--- src/rtl/uart_tx_rx.sv ---
// ---------------------------------------------------------------------------
// uart_tx_rx -- 8N1 UART transmitter and receiver sharing one baud select.
//
// Parameters
//   CLK_FREQ      clock frequency in Hz; bit period DIV = CLK_FREQ / baud
//
// Ports
//   clk           system clock
//   rst           synchronous reset, active-high
//   baud_set      baud select 0..4 = 9600/19200/38400/57600/115200, 5..7 = 9600
//   data_byte     TX payload, captured when send_en is accepted
//   send_en       one-cycle TX start request, ignored while TX is busy
//   rs232_tx      serial TX line, idle high
//   tx_done       one-cycle pulse at the end of the stop bit
//   uart_state    TX busy flag
//   bps_clk       one-cycle pulse at the last cycle of every TX bit
//   rs232_rx      asynchronous serial RX line
//   rx_data_byte  last byte received with a valid stop bit
//   rx_done       one-cycle pulse when rx_data_byte has been updated
// ---------------------------------------------------------------------------
module uart_tx_rx #(
  parameter int unsigned CLK_FREQ = 50_000_000
) (
  input  logic       clk,
  input  logic       rst,
  input  logic [2:0] baud_set,
  input  logic [7:0] data_byte,
  input  logic       send_en,
  output logic       rs232_tx,
  output logic       tx_done,
  output logic       uart_state,
  output logic       bps_clk,
  input  logic       rs232_rx,
  output logic [7:0] rx_data_byte,
  output logic       rx_done
);

  // The slowest rate sets the counter width.
  localparam int unsigned DIV_MAX = CLK_FREQ / 9600;
  localparam int unsigned CW      = $clog2(DIV_MAX + 1);
  typedef logic [CW-1:0] cnt_t;

  typedef enum logic [1:0] {S_IDLE, S_START, S_DATA, S_STOP} frame_state_t;

  function automatic cnt_t div_of(input logic [2:0] sel);
    case (sel)
      3'd1:    div_of = cnt_t'(CLK_FREQ / 19200);
      3'd2:    div_of = cnt_t'(CLK_FREQ / 38400);
      3'd3:    div_of = cnt_t'(CLK_FREQ / 57600);
      3'd4:    div_of = cnt_t'(CLK_FREQ / 115200);
      default: div_of = cnt_t'(CLK_FREQ / 9600);
    endcase
  endfunction

  cnt_t w_div_sel;
  assign w_div_sel = div_of(baud_set);

  // -------------------------------------------------------------------------
  // Transmitter
  // -------------------------------------------------------------------------
  frame_state_t r_tx_state;
  cnt_t         r_tx_div;
  cnt_t         r_tx_cnt;
  logic [2:0]   r_tx_bit;
  logic [7:0]   r_tx_shift;
  logic         r_tx_line;
  logic         r_tx_busy;
  logic         r_tx_done;
  logic         r_tx_bps;
  logic         w_tx_bit_end;
  logic         w_tx_pre_end;

  assign w_tx_bit_end = (r_tx_cnt == r_tx_div - cnt_t'(1));
  assign w_tx_pre_end = (r_tx_cnt == r_tx_div - cnt_t'(2));

  always_ff @(posedge clk) begin
    if (rst) begin
      r_tx_state <= S_IDLE;
      r_tx_div   <= '0;
      r_tx_cnt   <= '0;
      r_tx_bit   <= '0;
      r_tx_shift <= '0;
      r_tx_line  <= 1'b1;
      r_tx_busy  <= 1'b0;
      r_tx_done  <= 1'b0;
      r_tx_bps   <= 1'b0;
    end else begin
      // NOTE: non-blocking assignments throughout, so every register sees the
      // pre-edge value of every other one regardless of statement order; the
      // pulse defaults below are simply overridden later in the block.
      r_tx_done <= 1'b0;
      r_tx_bps  <= 1'b0;
      if (r_tx_state == S_IDLE) begin
        r_tx_cnt <= '0;
        // The tx_done cycle itself is still part of the finished frame.
        if (send_en && !r_tx_done) begin
          r_tx_state <= S_START;
          r_tx_div   <= w_div_sel;
          r_tx_shift <= data_byte;
          r_tx_line  <= 1'b0;
          r_tx_bit   <= '0;
          r_tx_busy  <= 1'b1;
        end
      end else begin
        // Registered one cycle ahead so the tick lands on count DIV-1.
        r_tx_bps <= w_tx_pre_end;
        if (r_tx_state == S_STOP && w_tx_pre_end) begin
          // Leave one cycle early: tx_done, the 10th tick and the idle flag
          // all appear in the last cycle of the stop bit.
          r_tx_state <= S_IDLE;
          r_tx_busy  <= 1'b0;
          r_tx_done  <= 1'b1;
          r_tx_cnt   <= '0;
        end else if (w_tx_bit_end) begin
          r_tx_cnt <= '0;
          case (r_tx_state)
            S_START: begin
              r_tx_state <= S_DATA;
              r_tx_line  <= r_tx_shift[0];
              r_tx_shift <= r_tx_shift >> 1;
              r_tx_bit   <= '0;
            end
            S_DATA: begin
              if (r_tx_bit == 3'd7) begin
                r_tx_state <= S_STOP;
                r_tx_line  <= 1'b1;
              end else begin
                r_tx_line  <= r_tx_shift[0];
                r_tx_shift <= r_tx_shift >> 1;
                r_tx_bit   <= r_tx_bit + 3'd1;
              end
            end
            default: ;
          endcase
        end else begin
          r_tx_cnt <= r_tx_cnt + cnt_t'(1);
        end
      end
    end
  end

  assign rs232_tx   = r_tx_line;
  assign tx_done    = r_tx_done;
  assign uart_state = r_tx_busy;
  assign bps_clk    = r_tx_bps;

  // -------------------------------------------------------------------------
  // Receiver
  // -------------------------------------------------------------------------
  frame_state_t r_rx_state;
  cnt_t         r_rx_div;
  cnt_t         r_rx_cnt;
  logic [2:0]   r_rx_bit;
  logic [7:0]   r_rx_shift;
  logic [7:0]   r_rx_data;
  logic [1:0]   r_rx_ones;
  logic         r_rx_meta;
  logic         r_rx_sync;
  logic         r_rx_prev;
  logic         r_rx_done;
  cnt_t         w_rx_half;
  logic [1:0]   w_rx_votes;
  logic         w_rx_maj;
  logic         w_rx_fall;
  logic         w_rx_bit_end;
  logic         w_rx_decide;

  // r_rx_cnt is the offset from the start of the current bit; the falling
  // edge detect cycle is offset 0 of the start bit.
  assign w_rx_half    = r_rx_div >> 1;
  assign w_rx_votes   = r_rx_ones + {1'b0, r_rx_sync};
  assign w_rx_maj     = w_rx_votes[1];
  assign w_rx_fall    = r_rx_prev & ~r_rx_sync;
  assign w_rx_bit_end = (r_rx_cnt == r_rx_div - cnt_t'(1));
  assign w_rx_decide  = (r_rx_cnt == w_rx_half + cnt_t'(1));

  always_ff @(posedge clk) begin
    if (rst) begin
      // Synchronizer resets to the idle level so reset release is not an edge.
      r_rx_meta  <= 1'b1;
      r_rx_sync  <= 1'b1;
      r_rx_prev  <= 1'b1;
      r_rx_state <= S_IDLE;
      r_rx_div   <= '0;
      r_rx_cnt   <= '0;
      r_rx_bit   <= '0;
      r_rx_shift <= '0;
      r_rx_data  <= '0;
      r_rx_ones  <= '0;
      r_rx_done  <= 1'b0;
    end else begin
      r_rx_meta <= rs232_rx;
      r_rx_sync <= r_rx_meta;
      r_rx_prev <= r_rx_sync;
      r_rx_done <= 1'b0;
      if (r_rx_state == S_IDLE) begin
        if (w_rx_fall) begin
          r_rx_state <= S_START;
          r_rx_div   <= w_div_sel;
          r_rx_cnt   <= cnt_t'(1);
          r_rx_bit   <= '0;
          r_rx_ones  <= '0;
        end
      end else begin
        if (w_rx_bit_end) r_rx_cnt <= '0;
        else              r_rx_cnt <= r_rx_cnt + cnt_t'(1);

        // First two of the three mid-bit samples; the third is folded in
        // combinationally at the decision offset.
        if (r_rx_cnt == w_rx_half - cnt_t'(1)) r_rx_ones <= {1'b0, r_rx_sync};
        else if (r_rx_cnt == w_rx_half)        r_rx_ones <= w_rx_votes;

        case (r_rx_state)
          S_START: begin
            if (w_rx_decide && w_rx_maj) r_rx_state <= S_IDLE;
            else if (w_rx_bit_end)       r_rx_state <= S_DATA;
          end
          S_DATA: begin
            if (w_rx_decide) r_rx_shift <= {w_rx_maj, r_rx_shift[7:1]};
            if (w_rx_bit_end) begin
              if (r_rx_bit == 3'd7) r_rx_state <= S_STOP;
              else                  r_rx_bit   <= r_rx_bit + 3'd1;
            end
          end
          S_STOP: begin
            // Back to idle mid-stop-bit so a following start edge is caught.
            if (w_rx_decide) begin
              r_rx_state <= S_IDLE;
              if (w_rx_maj) begin
                r_rx_data <= r_rx_shift;
                r_rx_done <= 1'b1;
              end
            end
          end
          default: r_rx_state <= S_IDLE;
        endcase
      end
    end
  end

  assign rx_data_byte = r_rx_data;
  assign rx_done      = r_rx_done;

endmodule

--- config.mk ---
export PLATFORM = sky130hd
export DESIGN_NAME = uart_tx_rx
export DESIGN_NICKNAME = d
export VERILOG_FILES = /design/src/rtl/uart_tx_rx.sv
export SDC_FILE = /design/constraint.sdc
export NUM_CORES = 1
export LEC_CHECK = 0
export CAP_MARGIN = 20
export CORE_AREA = 5 5 131 164
export CTS_BUF_LIST = sky130_fd_sc_hd__clkbuf_8
export CTS_CLUSTER_SIZE = 10
export DETAILED_ROUTE_END_ITERATION = 16
export DIE_AREA = 0 0 136 169
export SLEW_MARGIN = 0
export SYNTH_ARGS = -nofsm -noshare
export SYNTH_HDL_FRONTEND = slang
export SYNTH_SLANG_ARGS = --single-unit
--- constraint.sdc ---
create_clock -name clk -period 2.6 [get_ports clk]
set_input_delay 0.78 -clock clk [delete_from_list [all_inputs] [get_ports clk]]
set_output_delay 0.78 -clock clk [all_outputs]
set_load 0.02 [all_outputs]
==> impl_metrics.csv, run 1 <==
group,metric,value,unit
synthesis,syn_area_per_cell,8.203,µm²
synthesis,synth.area.top_cells,"dfxtp_1, nor2_1, xnor2_1, mux2i_1, ha_1",
synthesis,syn_inst,709,
critical_path,r2r_start,"r_rx_div[7]",
power,p_int,2.640,mW
global_routing,grt_usage,13.40,%
hold_path,hp-class,"flip-flop to flip-flop",
synthesis,synth-async-reset-ratio,0,%
final_layout,drive_gt1_share,30.98,%
power,share_comb_of_total_power,27.2,%
floorplan,die_area,22980,µm²
critical_path,crit_family,"compound AO/OA/AOI/OAI gates",
placement,dpl.cell_count,1057,
hold_path,worstHoldStart,"r_rx_meta",
route,ant_nets,0,
final_layout,layout.cells.non_filler,1106,
final_layout,nets,865,
timing,fin_crit_sh,104.6,%
power,power_switching_share,29.97,%
global_routing,grt_max_degree,29,
timing,finalSetupViolCount,25,
synthesis,synth-seq-cells,94,
clock_network,root_buffer,"clkbuf_8",
placement,portBuffers,27,
floorplan,die_w,136,µm
synthesis,synth_seq_area_share,32.36,%
critical_path,path_buf_inv,5,
clock_network,clock_sinks,94,
critical_path,crit_type,"flip-flop to flip-flop",
route,avgViaCountPerCell,5.034,
critical_path,endpoint_kind,"flip-flop",
power,p_per_area,466.5,nW/µm²
critical_path,r2r_end,"r_rx_cnt[1]",
power,vdd_drop_max,339.0,µV
route,drc,0,
synthesis,yosys_warnings,0,
clock_network,cts_buffers,9,
synthesis,synth_edf_count,0,
final_layout,n_fill_cell,1903,
synthesis,yosys.area.top_type,"dfxtp_1",
timing,slew_headroom,56.75,%
timing,hold_violations,0,
floorplan,core,19810,µm²
timing,rsz0062_at_grt,"true",
clock_network,clkLatencyLatePin,360,ps
route,dr.pass1.iters,4,
clock_network,cts.path.max_buffers,2,
final_layout,fin_area,8080,µm²
flow_run,cap_viol_max_count,0,
critical_path,slowest_delay,450,ps
synthesis,synth.most_common_cell,"dfxtp_1",
synthesis,synth_commonest_cells,"dfxtp_1, nor2_1, nand2_1",
timing,worst_slack,-119.4,ps
final_layout,regArea,1902,µm²
route,drt-total-wl,16110,µm
critical_path,worstPathRequired,2860,ps
status,status,"complete, but fails checks",
synthesis,synth_top_cell_area_share,32.36,%
floorplan,start_util,29.35,%
route,drt_iter0_drc,204,
final_layout,n_antenna_cell,0,
clock_network,path_clk_slew,100,ps
clock_network,cts_tree,"done",
timing,whs,429.4,ps
floorplan,core.rowCount,58,
global_routing,grt_overflow,0,
route,wl_per_cell,14.57,µm
timing,worst_slew_pin_slew,646.4,ps
synthesis,syn_area,5816,µm²
hold_path,min_path_cells,1,
clock_network,hold_buffers,0,
clock_network,htreeDepth,3,
floorplan,ios,28,
critical_path,slowest_stage,"a2111oi_4",
critical_path,rr_worst_depth,11,
hold_path,hold_path_end,"r_rx_sync",
critical_path,startpoint_type,"flip-flop",
critical_path,worstPathCellList,"buf_8 -> xor2_4 -> buf_6 -> o41a_1 -> a2111oi_4 -> buf_4 -> a31oi_4 -> buf_12 -> clkbuf_16 -> a22oi_1 -> nor2_1",
synthesis,ys_types,76,
timing,skew,12.19,ps
power,pwr-share-seq,41.0,%
power,p_sw,1.130,mW
power,clkPwrFrac,31.8,%
global_routing,antenna_found_initial,0,
critical_path,r2r_setup_slack,-120,ps
timing,post-route-min-period,2719,ps
timing,fmax,367.7,MHz
placement,gp_congestion,0.8587,
placement,dpl.hpwl,11170,µm
final_layout,syn2layout_area_growth,38.94,%
final_layout,multi_input_area,4070,µm²
synthesis,synthFlopType,"dfxtp_1",
timing,maxSlewViolCount,0,
floorplan,die_h,169,µm
power,total_power,3.770,mW
critical_path,crit_fanout,8,
status,violations,"negative setup slack",
power,p_leak,3.214,nW
critical_path,cp.arrival,2980,ps
global_routing,grt_first_pass_wirelength,25780,µm
route,vias,5568,
placement,place_area,7010,µm²
synthesis,synth_nets,743,
global_routing,grt_pass1_vias,5328,
==> metrics by stage <==
step / util (%) / setup TNS (ps) / setup slack, ps
after floorplan: - / 0 / 7.126
after global placement: 35.39 / -2547 / -187.0
after detailed placement: 35.39 / -3989 / -224.2
after CTS: 37.99 / -542.0 / -86.00
after global routing: 40.79 / -4391 / -183.6
final: 40.79 / -955.5 / -119.4
==> registers in the layout (all words and copies together) (netlist names), 2 cells and up <==
signal and count:
r_tx_state 2, r_rx_state 2, r_rx_cnt 13, r_tx_cnt 13, r_tx_div 12, r_tx_shift 8
rx_data_byte 8, r_rx_shift 8, r_rx_ones 2, r_tx_bit 3, r_rx_div 12, r_rx_bit 3
==> placed cells by master (no fill, tap or decap), types with 8 or more instances in the layout <==
cell             instances
clkdlybuf4s50_1         26
a21oi_2                 14
buf_6                   18
dfxtp_1                 84
and3_1                  19
nor2b_1                  8
clkbuf_8                 9
buf_4                  106
ha_1                    16
nor3_1                  19
nand4_1                 10
xor2_1                  21
a21oi_1                 28
mux2i_1                 25
nand2_1                 42
nand2b_1                18
a211oi_2                 8
nor2_1                  79
xnor2_1                 33
nand3_1                 24
a311oi_1                11
o21ai_0                 18
inv_1                   17
==> layer usage <==
metal | routed length [µm] | GRT usage, % | vias up
li1 | - | - | 2788
met5 | 0 | 0 | -
met2 | 8311 | 24.68 | 91
met1 | 6967 | 15.89 | 2661
met4 | 433 | 4.603 | 0
met3 | 398 | 1.576 | 28
==> worst register-to-register path: stages, from the launching register on <==
cell,delay [ps]
dfxtp_2,350
buf_8,150
xor2_4,190
buf_6,140
o41a_1,410
a2111oi_4,450
buf_4,190
a31oi_4,160
buf_12,180
clkbuf_16,150
a22oi_1,180
nor2_1,60
==> power by group through the flow <==
| stage | Combinational (mW) | Sequential [mW] | Clock [mW] |
|---|---|---|---|
| 5_1_grt | 1.11 | 1.55 | 1.28 |
| 2_1_floorplan | 0.530 | 1.57 | 0 |
| 3_3_place_gp | 0.816 | 1.57 | 0 |
| 3_5_place_dp | 0.822 | 1.57 | 0 |
| 6_report | 1.03 | 1.55 | 1.20 |
| 4_1_cts | 0.863 | 1.54 | 1.23 |
==> repair_timing <==
action	4_1_cts	5_1_grt
pin swaps	17	41
setup endpoints to repair	48	66
gates cloned	3	4
gates resized for setup	43	84
setup buffers	9	17
==> layout make-up <==
cell class                 instances  share of cell area, %
tap                              270                  4.181
clock buffer                       9                  1.533
clock inverter                     7                  1.487
sequential                        94                  23.54
multi-input combinational        544                  50.37
inverter                          20                 0.9600
timing repair buffer             162                  17.93
==> cells by family after synthesis <==
| family | count (synthesis) | synth area share [%] |
|---|---|---|
| xor gates and xnor gates | 57 | 8.584 |
| AOI/OAI and AO/OA | 143 | 17.38 |
| adders and majority gates | 19 | 4.088 |
| and+or+nand+nor | 297 | 27.52 |
| DFF | 94 | 32.36 |
| buffers and inverters | 72 | 5.379 |
| muxes | 27 | 4.690 |
==> how the worst max path moves through the flow <==
stage / cells after the start / start / endpoint / slack, ps
finish: 11 / r_rx_div[7] / r_rx_cnt[1] / -120
global route: 10 / r_tx_div[1] / r_tx_bit[1] / -180
CTS: 10 / r_tx_div[1] / r_tx_bit[1] / -90
detailed placement: 11 / r_tx_div[1] / r_tx_shift[5] / -220
global placement: 11 / r_rx_div[1] / rx_data_byte[4] / -190
floorplan: 12 / r_rx_div[1] / r_rx_bit[2] / 7
(Power assumes the default switching activity.)
==> inputs of run 2 (changes only) <==
--- a/config.mk
+++ b/config.mk
@@ -11,6 +11,7 @@
 export CTS_CLUSTER_SIZE = 10
 export DETAILED_ROUTE_END_ITERATION = 16
 export DIE_AREA = 0 0 136 169
+export PLACE_DENSITY = 0.57
 export SLEW_MARGIN = 0
 export SYNTH_ARGS = -nofsm -noshare
 export SYNTH_HDL_FRONTEND = slang
==> impl_metrics.csv, run 2 (same netlist as run 1, synthesis figures left out) <==
group,metric,value,unit
critical_path,endpoint_kind,"flip-flop",
floorplan,die_h,169,µm
critical_path,rr_worst_depth,12,
timing,rsz0062_at_grt,"true",
timing,fin_crit_sh,104.8,%
floorplan,core.rowCount,58,
route,top_layer,"met4",
floorplan,die_area,22980,µm²
critical_path,cp.arrival,3040,ps
placement,portBuffers,27,
floorplan,ios,28,
clock_network,hold_buffers,0,
final_layout,fin_area,7958,µm²
clock_network,htreeDepth,3,
power,vdd_drop_max,292.3,µV
placement,gp_congestion,0.8382,
placement,place_area,6973,µm²
critical_path,endpoint,"r_tx_bit[1]",
global_routing,grt_first_pass_wirelength,26030,µm
timing,finalSetupViolCount,28,
floorplan,die_w,136,µm
route,ant_nets,0,
route,avgViaCountPerCell,4.988,
flow_run,cap_viol_max_count,0,
hold_path,hp-class,"flip-flop to flip-flop",
global_routing,grt_max_degree,30,
route,wl_met3,332,µm
final_layout,nets,859,
critical_path,r2r_setup_slack,-120,ps
final_layout,top_regs,"r_rx_cnt: 13 flops, r_tx_cnt: 13 flops",
critical_path,timing.critical_path.mode_cell,"buf_4",
global_routing,grt_overflow,0,
timing,maxSlewViolCount,0,
timing,slew_headroom,63.07,%
route,drc,0,
route,dr.pass1.iters,4,
hold_path,worstHoldStart,"r_rx_meta",
power,p_leak,3.150,nW
route,drt_iter0_drc,246,
critical_path,r2r_end,"r_tx_bit[1]",
critical_path,worstPathCellList,"buf_4 -> inv_2 -> ha_4 -> nor3b_4 -> a21oi_2 -> or4_4 -> a2111o_1 -> a221oi_2 -> buf_4 -> nand4_4 -> mux2_4 -> nor2_1",
critical_path,slowest_stage,"or4_4",
route,drt-total-wl,15920,µm
critical_path,worstSetupPathDepth,12,
clock_network,clock_sinks,94,
status,status,"complete, but fails checks",
clock_network,clkLatencyLatePin,380,ps
critical_path,slowest_delay,430,ps
global_routing,grt_usage,13.61,%
final_layout,syn2layout_area_growth,36.83,%
global_routing,antenna_found_initial,0,
route,wl_met2,8241,µm
critical_path,path_buf_inv,3,
status,violations,"negative setup slack",
timing,fmax,367.1,MHz
clock_network,path_clk_slew,100,ps
placement,dpl.hpwl,11260,µm
critical_path,r2r_start,"r_tx_div[2]",
power,p_per_area,447.7,nW/µm²
timing,post-route-min-period,2724,ps
clock_network,root_buffer,"clkbuf_8",
final_layout,drive_gt1_share,29.64,%
critical_path,crit_fanout,7,
timing,worst_slack,-124.4,ps
critical_path,crit_type,"flip-flop to flip-flop",
route,wl_per_cell,14.47,µm
timing,hold_violations,0,
critical_path,cp-startpoint,"r_tx_div[2]",
floorplan,start_util,29.35,%
global_routing,grt_pass1_vias,5335,
final_layout,final_common_cell,"buf_4",
timing,worst_slew_pin_slew,554.0,ps
timing,skew,17.43,ps
final_layout,final_cell_mix,"buf_4, dfxtp_1, nor2_1",
clock_network,cts_tree,"done",
route,vias,5487,
critical_path,startpoint_type,"flip-flop",
final_layout,n_antenna_cell,0,
critical_path,crit_family,"simple AND/OR/NAND/NOR gates",
floorplan,core,19810,µm²
placement,pre_cts_ws,-264.5,ps
critical_path,worstPathRequired,2910,ps
clock_network,cts.path.max_buffers,2,
route,wl_met1,7019,µm
clock_network,cts_buffers,9,
==> run 2: cell types whose count changed in the layout (fill, tap and decap cells not counted), sizes merged <==
cell,before,now
buf,134,129
bufinv,3,1
clkbuf,11,10
clkinvlp,0,2
==> run 2: how the worst min path moves through the flow <==
stage / endpoint / slack (ps) / cells past startpoint
after floorplan: r_rx_sync / 390 / 1
after global placement: r_rx_sync / 420 / 1
after detailed placement: r_rx_sync / 420 / 1
after CTS: r_rx_sync / 450 / 1
after global routing: r_rx_sync / 470 / 1
final: r_rx_sync / 440 / 1
==> run 2: where the power goes <==
part	total, mW	internal (mW)	switching [mW]
combinational	1.02	0.501	0.517
sequential	1.54	1.49	0.0498
clock	1.01	0.447	0.558
==> run 2: final cells by class <==
type / count / area, µm²
clock buffer: 9 / 123.9
clock inverter: 7 / 71.32
fill: 2004 / 11850
inverter: 20 / 77.57
multi-input combinational: 544 / 4100
sequential: 94 / 1898
tap: 270 / 337.8
timing repair buffer: 156 / 1349
==> run 2: what timing repair did <==
| action | in CTS | in global routing |
|---|---|---|
| gates resized for setup | 39 | 73 |
| setup endpoints to repair | 45 | 67 |
| buffers inserted | 20 | 10 |
| pin swaps | 21 | 49 |
| cloned | 1 | 2 |
==> run 2: stage by stage <==
| step | hold WS, ps | util [%] | power [mW] | std cells | TNS, ps |
|---|---|---|---|---|---|
| global route | 471.0 | 40.17 | 3.762 | 1100 | -6289 |
| detailed placement | 422.9 | 35.20 | 2.399 | 1052 | -4495 |
| finish | 443.3 | 40.17 | 3.562 | 1100 | -1625 |
| CTS | 448.2 | 37.83 | 3.472 | 1089 | -2755 |
| floorplan | 389.5 | - | 2.096 | 709 | 0 |
| global placement | 422.3 | 35.20 | 2.395 | 1052 | -4081 |
==> run 2: worst register-to-register path, cell delays in order (launching register included) <==
cell and delay (ps):
dfxtp_2 330, buf_4 130, inv_2 50, ha_4 120, nor3b_4 210, a21oi_2 80
or4_4 430, a2111o_1 320, a221oi_2 240, buf_4 230, nand4_4 120, mux2_4 330
nor2_1 70
==> run 2: per-layer routing <==
layer,global-route usage (%),vias up
met5,0,-
met4,4.691,0
li1,-,2781
met1,16.50,2621
met3,1.873,20
met2,24.44,65
